==> config.mk <==
export PLATFORM = sky130hd
export DESIGN_NAME = dport_fill_master
export DESIGN_NICKNAME = d
export VERILOG_FILES = /design/src/rtl/dport_fill_master.sv
export SDC_FILE = /design/constraint.sdc
export NUM_CORES = 1
export LEC_CHECK = 0
export BUFFER_PORTS_ARGS = -buffer_cell sky130_fd_sc_hd__buf_2
export CORE_AREA = 2 2 132 134
export CTS_CLUSTER_SIZE = 24
export DETAILED_ROUTE_END_ITERATION = 6
export DIE_AREA = 0 0 134 136
export GPL_TIMING_DRIVEN = 0
export HOLD_SLACK_MARGIN = 0.03
export PLACE_DENSITY = 0.87
export SYNTH_ARGS = -nofsm -noshare
export SYNTH_HDL_FRONTEND = slang
export SYNTH_SLANG_ARGS = --single-unit
==> constraint.sdc <==
create_clock -name clk_i -period 7.45 [get_ports clk_i]
set_input_delay 0.3725 -clock clk_i [delete_from_list [all_inputs] [get_ports clk_i]]
set_output_delay 0.3725 -clock clk_i [all_outputs]
set_load 0.01 [all_outputs]
==> src/rtl/dport_fill_master.sv <==
// Data-port initiator: writes a seed+k pattern block (FILL) or reads it back and checks it (VERIFY).
// Optional macro DPORT_FILL_FLUSH_EN adds a flush request after a FILL has drained.
module dport_fill_master #(
  parameter int MAX_OUTSTANDING = 4,
  parameter int LEN_W           = 16,
  parameter int TAG_W           = 11
) (
  input  logic             clk_i,
  input  logic             rst_i,
  input  logic             start_i,
  input  logic             mode_i,
  input  logic [31:0]      base_addr_i,
  input  logic [LEN_W-1:0] len_i,
  input  logic [31:0]      seed_i,
  output logic             busy_o,
  output logic             done_o,
  output logic             error_o,
  output logic [LEN_W-1:0] mismatch_cnt_o,
  output logic [31:0]      mem_d_addr_o,
  output logic [31:0]      mem_d_data_wr_o,
  output logic             mem_d_rd_o,
  output logic [3:0]       mem_d_wr_o,
  output logic             mem_d_cacheable_o,
  output logic [TAG_W-1:0] mem_d_req_tag_o,
  output logic             mem_d_invalidate_o,
  output logic             mem_d_writeback_o,
  output logic             mem_d_flush_o,
  input  logic [31:0]      mem_d_data_rd_i,
  input  logic             mem_d_accept_i,
  input  logic             mem_d_ack_i,
  input  logic             mem_d_error_i,
  input  logic [TAG_W-1:0] mem_d_resp_tag_i
);

  localparam int OW = 4;

  typedef enum logic [2:0] {
    IDLE,
    ISSUE,
    DRAIN,
    DONE
`ifdef DPORT_FILL_FLUSH_EN
    , FLUSH
`endif
  } state_t;

  state_t           state, state_nx;
  logic [LEN_W-1:0] issued, acked, len_q, mism_q;
  logic [OW-1:0]    outs, outs_nx;
  logic             mode_q, err_q;
  logic [31:0]      base_q, seed_q;
`ifdef DPORT_FILL_FLUSH_EN
  logic             flush_sent;
`endif

  logic             req_vld, acc, in_op, in_flush, flush_vld, flush_acc;
  logic             good, spurious, tag_bad, data_bad;
  logic [TAG_W-1:0] exp_tag;

  function automatic logic [LEN_W-1:0] sat_inc(input logic [LEN_W-1:0] v);
    return (&v) ? v : v + 1'b1;
  endfunction

  always_comb begin
    req_vld   = (state == ISSUE) && (issued < len_q) && (outs < OW'(MAX_OUTSTANDING));
    acc       = req_vld && mem_d_accept_i;
    in_op     = (state == ISSUE) || (state == DRAIN);
    in_flush  = 1'b0;
    flush_vld = 1'b0;
`ifdef DPORT_FILL_FLUSH_EN
    in_flush  = (state == FLUSH);
    flush_vld = in_flush && !flush_sent;
    in_op     = in_op || in_flush;
`endif
    flush_acc = flush_vld && mem_d_accept_i;
    // Acks outside an operation belong to an aborted run and are dropped.
    good      = in_op && mem_d_ack_i && (outs != '0);
    spurious  = in_op && mem_d_ack_i && (outs == '0);
    exp_tag   = in_flush ? '0 : TAG_W'(acked);
    tag_bad   = good && (mem_d_resp_tag_i != exp_tag);
    data_bad  = good && mode_q && !in_flush &&
                (mem_d_error_i || (mem_d_data_rd_i != seed_q + 32'(acked)));
    outs_nx   = outs + {{(OW-1){1'b0}}, (acc | flush_acc)} - {{(OW-1){1'b0}}, good};
  end

  always_comb begin
    state_nx = state;
    case (state)
      IDLE:  if (start_i) state_nx = (len_i == '0) ? DONE : ISSUE;
      ISSUE: if (acc && (issued + 1'b1 == len_q)) state_nx = DRAIN;
      DRAIN: begin
        if (outs_nx == '0) begin
`ifdef DPORT_FILL_FLUSH_EN
          state_nx = mode_q ? DONE : FLUSH;
`else
          state_nx = DONE;
`endif
        end
      end
`ifdef DPORT_FILL_FLUSH_EN
      FLUSH: if (flush_sent && good) state_nx = DONE;
`endif
      DONE:    state_nx = IDLE;
      default: state_nx = IDLE;
    endcase
  end

  always_ff @(posedge clk_i) begin
    if (!rst_i) state <= IDLE;
    else        state <= state_nx;
  end

  always_ff @(posedge clk_i) begin
    if (!rst_i) begin
      issued <= '0;
      acked  <= '0;
      outs   <= '0;
      err_q  <= 1'b0;
      mism_q <= '0;
`ifdef DPORT_FILL_FLUSH_EN
      flush_sent <= 1'b0;
`endif
    end else if (state == IDLE && start_i) begin
      issued <= '0;
      acked  <= '0;
      outs   <= '0;
      err_q  <= 1'b0;
      mism_q <= '0;
`ifdef DPORT_FILL_FLUSH_EN
      flush_sent <= 1'b0;
`endif
    end else begin
      if (acc) issued <= issued + 1'b1;
      if (good && !in_flush) acked <= acked + 1'b1;
      outs <= outs_nx;
      if (spurious || tag_bad || (good && mem_d_error_i) || data_bad) err_q <= 1'b1;
      if (data_bad) mism_q <= sat_inc(mism_q);
`ifdef DPORT_FILL_FLUSH_EN
      if (flush_acc) flush_sent <= 1'b1;
`endif
    end
  end

  // Operation parameters are plain data: captured on start, never reset.
  always_ff @(posedge clk_i) begin
    if (state == IDLE && start_i) begin
      mode_q <= mode_i;
      base_q <= base_addr_i & 32'hFFFF_FFFC;
      len_q  <= len_i;
      seed_q <= seed_i;
    end
  end

  assign busy_o             = (state != IDLE);
  assign done_o             = (state == DONE);
  assign error_o            = err_q;
  assign mismatch_cnt_o     = mism_q;
  assign mem_d_addr_o       = req_vld ? base_q + (32'(issued) << 2) : 32'h0;
  assign mem_d_data_wr_o    = (req_vld && !mode_q) ? seed_q + 32'(issued) : 32'h0;
  assign mem_d_rd_o         = req_vld && mode_q;
  assign mem_d_wr_o         = {4{req_vld && !mode_q}};
  assign mem_d_req_tag_o    = req_vld ? TAG_W'(issued) : '0;
  assign mem_d_cacheable_o  = 1'b0;
  assign mem_d_invalidate_o = 1'b0;
  assign mem_d_writeback_o  = 1'b0;
  assign mem_d_flush_o      = flush_vld;

endmodule
# Word level (Yosys, flattened, before mapping)
# Cells that the tools add are included.
# classes
n_addsub	8
order_cmp	2
n_eq_ne	9
muxes	8
bitwise_logic	2
reduce_logical	30
# op_table
op	count
adder 32 x 16 -> 32 bit	2
2-to-1 mux 32 bit	2
adder 16 x 1 -> 16 bit (second input constant)	3
adder 32 x 18 -> 32 bit	1
inequality test 32 bit	1
equality test 16 bit	1
logical NOT 16 bit	1
< comparator 16 bit	1
AND reduction 16 bit	1
logical AND 1 bit	14
2-to-1 mux 11 bit	1
inequality test 11 bit	1
2-to-1 mux 3 bit	3
case mux 3 bit (3 select lines)	1
logical NOT 4 bit	2
equality test 3 x 2 -> 1 bit (second input constant)	2
logical OR 1 bit	5
adder 4 x 1 -> 4 bit	1
< comparator 4 x 3 -> 1 bit (second input constant)	1
inequality test 2 x 1 -> 1 bit (second input constant)	2
nonzero test 4 bit	1
subtractor 4 x 1 -> 4 bit	1
equality test 3 x 1 -> 1 bit (second input constant)	1
logical NOT 3 bit	1
other kinds (8)	9
# totals
ff_bits	135
out_inout_bits	103
word_cells	69

# Longest topological paths before layout
# depth
ltp_word	9
mapped_depth	21
ltp_nobuf	20

# Worst setup path after synthesis
# Ideal clock, no wire load.
# synth_timing
kind	flip-flop to flip-flop
startpoint	register issued[1]
endpoint	register state[0]
setup_ns	0.128
t_arrival_ns	3.832
slack_ns	3.490
path_stages_with_launch	20
n_path_buf	1
synth_period_minus_slack_ns	3.960
cell_sequence	dfxtp_1 -> ha_1 -> nor2b_1 -> o21a_1 -> o21ai_0 -> a211o_1 -> a41oi_1 -> nand3b_1 -> nor2_1 -> inv_2 -> clkbuf_1 -> ha_1 -> inv_1 -> ha_1 -> fa_1 -> xnor2_1 -> nand3_1 -> nand2_1 -> o211ai_1 -> mux2i_1
# synth_between
elab_chain_cells	9
elab_cells_between_ends	13
cone_classes	add/sub: 3; order compare: 1; eq/ne: 3; reduce/logical: 6
# synth_rtl
item	line	rtl
start, declared	48	logic [LEN_W-1:0] issued, acked, len_q, mism_q;
start signal, assigned	133	if (acc) issued <= issued + 1'b1;
< comparator 16 bit	65	req_vld = (state == ISSUE) && (issued < len_q) && (outs < OW'(MAX_OUTSTANDING));
logical AND 1 bit (2 in series)	65	
logical AND 1 bit	66	acc = req_vld && mem_d_accept_i;
adder 4 x 1 -> 4 bit	83	outs_nx = outs + {{(OW-1){1'b0}}, (acc | flush_acc)} - {{(OW-1){1'b0}}, good};
subtractor 4 x 1 -> 4 bit	83	
logical NOT 4 bit	92	if (outs_nx == '0) begin
inequality test 2 x 1 -> 1 bit (no line)	-	
AND reduction 3 bit (no line) *	-	
end signal, assigned	110	else state <= state_nx;
end, declared	47	state_t state, state_nx;
# Mark *: on every way between the ends. The rest lies on a longest branch, timed or not.
# A chain may end at the register's enable or synchronous reset.

# Worst setup path in the final report
# layout_timing
startpoint	register issued[1]
endpoint	register state[1]
# Same word-level chain as after synthesis.

==> flow_summary.json <==
{
  "outcome": "finished clean",
  "die_height_um": 136,
  "hold_start": "base_addr_i[7]",
  "syn_inst": 1125,
  "netlist-cell-type-count": 70,
  "dpl.hpwl_mm": 21.3,
  "setup_viol": 0,
  "maxCapViolCount": 0,
  "ant_nets": 0,
  "antenna_found_initial": 3,
  "cp.required_ns": 7.75,
  "ir_worst_vdd_v": 0.000179,
  "place_area_um2": 11400,
  "numCtsBuffers": 17,
  "relSlewSlack": 0.464,
  "grt_max_degree": 48,
  "cts-root-buf": "clkbuf_16",
  "area_growth_pct": 20.4,
  "fin_ws_ns": 2.33,
  "period_needed_ns": 5.12,
  "routed-via-count": 9303,
  "fin_util": 0.711,
  "final_area_um2": 12000,
  "wl_per_cell_um": 17.1,
  "cts_post_setup_buffers_inserted": 0,
  "rr_worst_depth": 20,
  "fillers": 1279,
  "pwr_density_cell_nw_per_um2": 235,
  "layout_common_cells": "buf_2 (236), nor2_1 (148), xnor2_1 (80), xor2_1 (80)",
  "h-tree-depth": 4,
  "cts_tree": "yes",
  "cts_hold_buffers": 0,
  "layout_commonest_cell": "buf_2",
  "synth-async-reset-ratio": 0,
  "start_util": 0.591,
  "cp.arrival_ns": 5.42,
  "finalPower_mw": 2.81,
  "synth.yosys.seq_area_share": 0.348,
  "die_area_um2": 18200,
  "period_share": 0.688,
  "grt_pass1_vias": 8810,
  "drive_above_1_share": 0.225,
  "gp_congestion": 0.945,
  "r2r-end": "state[1]",
  "drt_pass1_iterations": 7,
  "r2r_start": "issued[1]",
  "grt_pass1_wl_mm": 43.2,
  "hold_ws_ns": 0.113,
  "routed_wl_mm": 27.7,
  "tns_ns": 0,
  "grtUsageTotal": 0.302,
  "cts.reportedPaths.clkPinSlew_ns": 0.06,
  "endpoint_kind": "register",
  "grt_overflow": 0,
  "critPathKind": "register to register",
  "fin_cells": 1615,
  "netlist_area_um2": 9970,
  "ys.flop_type": "edfxtp_1",
  "placed_cells": 1580,
  "core-area_um2": 16900,
  "ys.warnings.count": 0,
  "nets": 1584,
  "viasPerCell": 5.76,
  "cts.sinks": 134,
  "p_leak_nw": 5.22,
  "crit_path_max_fanout": 10,
  "min_to": "base_q[7]",
  "io_pins": 233,
  "final-max-slew-violation-count": 0,
  "worst_pin_slew_ns": 0.801,
  "synth_edf_count": 79,
  "cts_resized": 0,
  "clk_latency_ns": 0.43,
  "hp-class": "input pin to register",
  "hold_violations": 0,
  "fmax_mhz": 195,
  "pre_cts_ws_ns": 2.43,
  "cts_buffer_depth": 2,
  "grt_setup_unrepaired": "no",
  "r2r_slack_ns": 2.33,
  "cp-start-kind": "register",
  "worst_hold_path.num_cells": 1,
  "rows": 48,
  "die_x_um": 134,
  "synth_seq_cells": 134,
  "portBuffers": 224,
  "fin_skew_ns": 0.0105,
  "postSynthAreaPerCell_um2": 8.86,
  "drtIter0Drc": 824,
  "drc": 0
}
where the power goes:
| group | switching, mW | internal (mW) |
|---|---|---|
| combinational | 0.611 | 0.370 |
| sequential | 0.0956 | 0.932 |
| clock | 0.331 | 0.475 |
worst max path at each step:
| stage | cells past startpoint | startpoint | to | slack, ns |
|---|---|---|---|---|
| 3_3_place_gp | 19 | issued[1] | state[1] | 2.60 |
| 6_report | 20 | issued[1] | state[1] | 2.33 |
| 5_1_grt | 20 | issued[1] | state[1] | 1.94 |
| 2_1_floorplan | 19 | issued[1] | state[0] | 3.49 |
| 4_1_cts | 20 | issued[1] | state[1] | 2.32 |
| 3_5_place_dp | 20 | issued[1] | state[1] | 2.43 |
worst max-delay path, cell delays in order, from the launching register on:
cell	delay, ns
dfxtp_1	0.69
ha_1	0.33
nor2b_1	0.13
o21a_1	0.16
o21ai_0	0.15
a211o_1	0.17
a41oi_1	0.14
nand3b_1	0.43
nor2_1	0.73
inv_2	0.10
clkbuf_1	0.26
ha_1	0.24
inv_1	0.10
ha_1	0.24
a21o_1	0.17
a21oi_1	0.23
xnor2_1	0.21
nand3_1	0.12
nand2_1	0.08
o211ai_1	0.14
mux2i_1	0.17
cells by family after synthesis:
family,count (synthesis),synth area share
xor+xnor,160,0.141
mux,10,0.0100
fa+ha+maj,80,0.103
buf+inv,101,0.0448
flops,134,0.348
simple gates,435,0.214
compound gates,204,0.138
other cells,1,0.000376
cell type report:
class                           instances  area [um2]  share of cell area
Buffer                                 42         225              0.0188
Inverter                               59         224              0.0187
Antenna cell                            3        7.51            0.000626
Tap cell                              225         282              0.0235
Multi-Input combinational cell        895        6070               0.505
Clock inverter                         11        83.8             0.00698
Timing Repair Buffer                  225        1150              0.0957
Clock buffer                           21         492              0.0410
Sequential cell                       134        3470               0.289
sequential cells by signal (all words and copies together) (netlist names):
signal / flops
outs: 4
error_o: 1
mode_q: 1
state: 2
issued: 16
mismatch_cnt_o: 16
base_q: 30
seed_q: 32
acked: 16
len_q: 16
cells in the mapped netlist (4+ instances only):
cell       number  area share
xor2_1         80       0.070
or4_1           6      0.0045
o21ai_0        35       0.018
mux2i_1        10       0.010
buf_2          12      0.0060
and2_1          7      0.0044
nor3b_1         6      0.0045
edfxtp_1       79        0.24
dfxtp_1        55        0.11
o21bai_1        4      0.0030
nand2_1        79       0.030
nand4_1        33       0.021
nor2_1        148       0.056
o211ai_1        7      0.0053
o41ai_1         4      0.0035
nand3_1        40       0.020
xnor2_1        80       0.070
a21oi_2         8      0.0070
clkbuf_1       17      0.0064
and3_1         18       0.011
o2111ai_1       4      0.0035
buf_4           9      0.0068
nor4_1         16       0.010
o21ai_2         8      0.0070
inv_1          58       0.022
o21ai_1         4      0.0020
nand2b_1       14      0.0088
fa_1            4      0.0080
nor3_1         27       0.014
a21oi_1        63       0.032
or3_1          23       0.014
o21a_1         11      0.0083
nor2b_1         6      0.0038
a21o_1         19       0.014
ha_1           76       0.095
per-layer routing:
metal / global-route usage / share of wire
met1: 0.381 / 0.41
met2: 0.501 / 0.47
met3: 0.0593 / 0.078
met4: 0.144 / 0.038
met5: 0 / 0
Power figures use the tool's default switching activity.
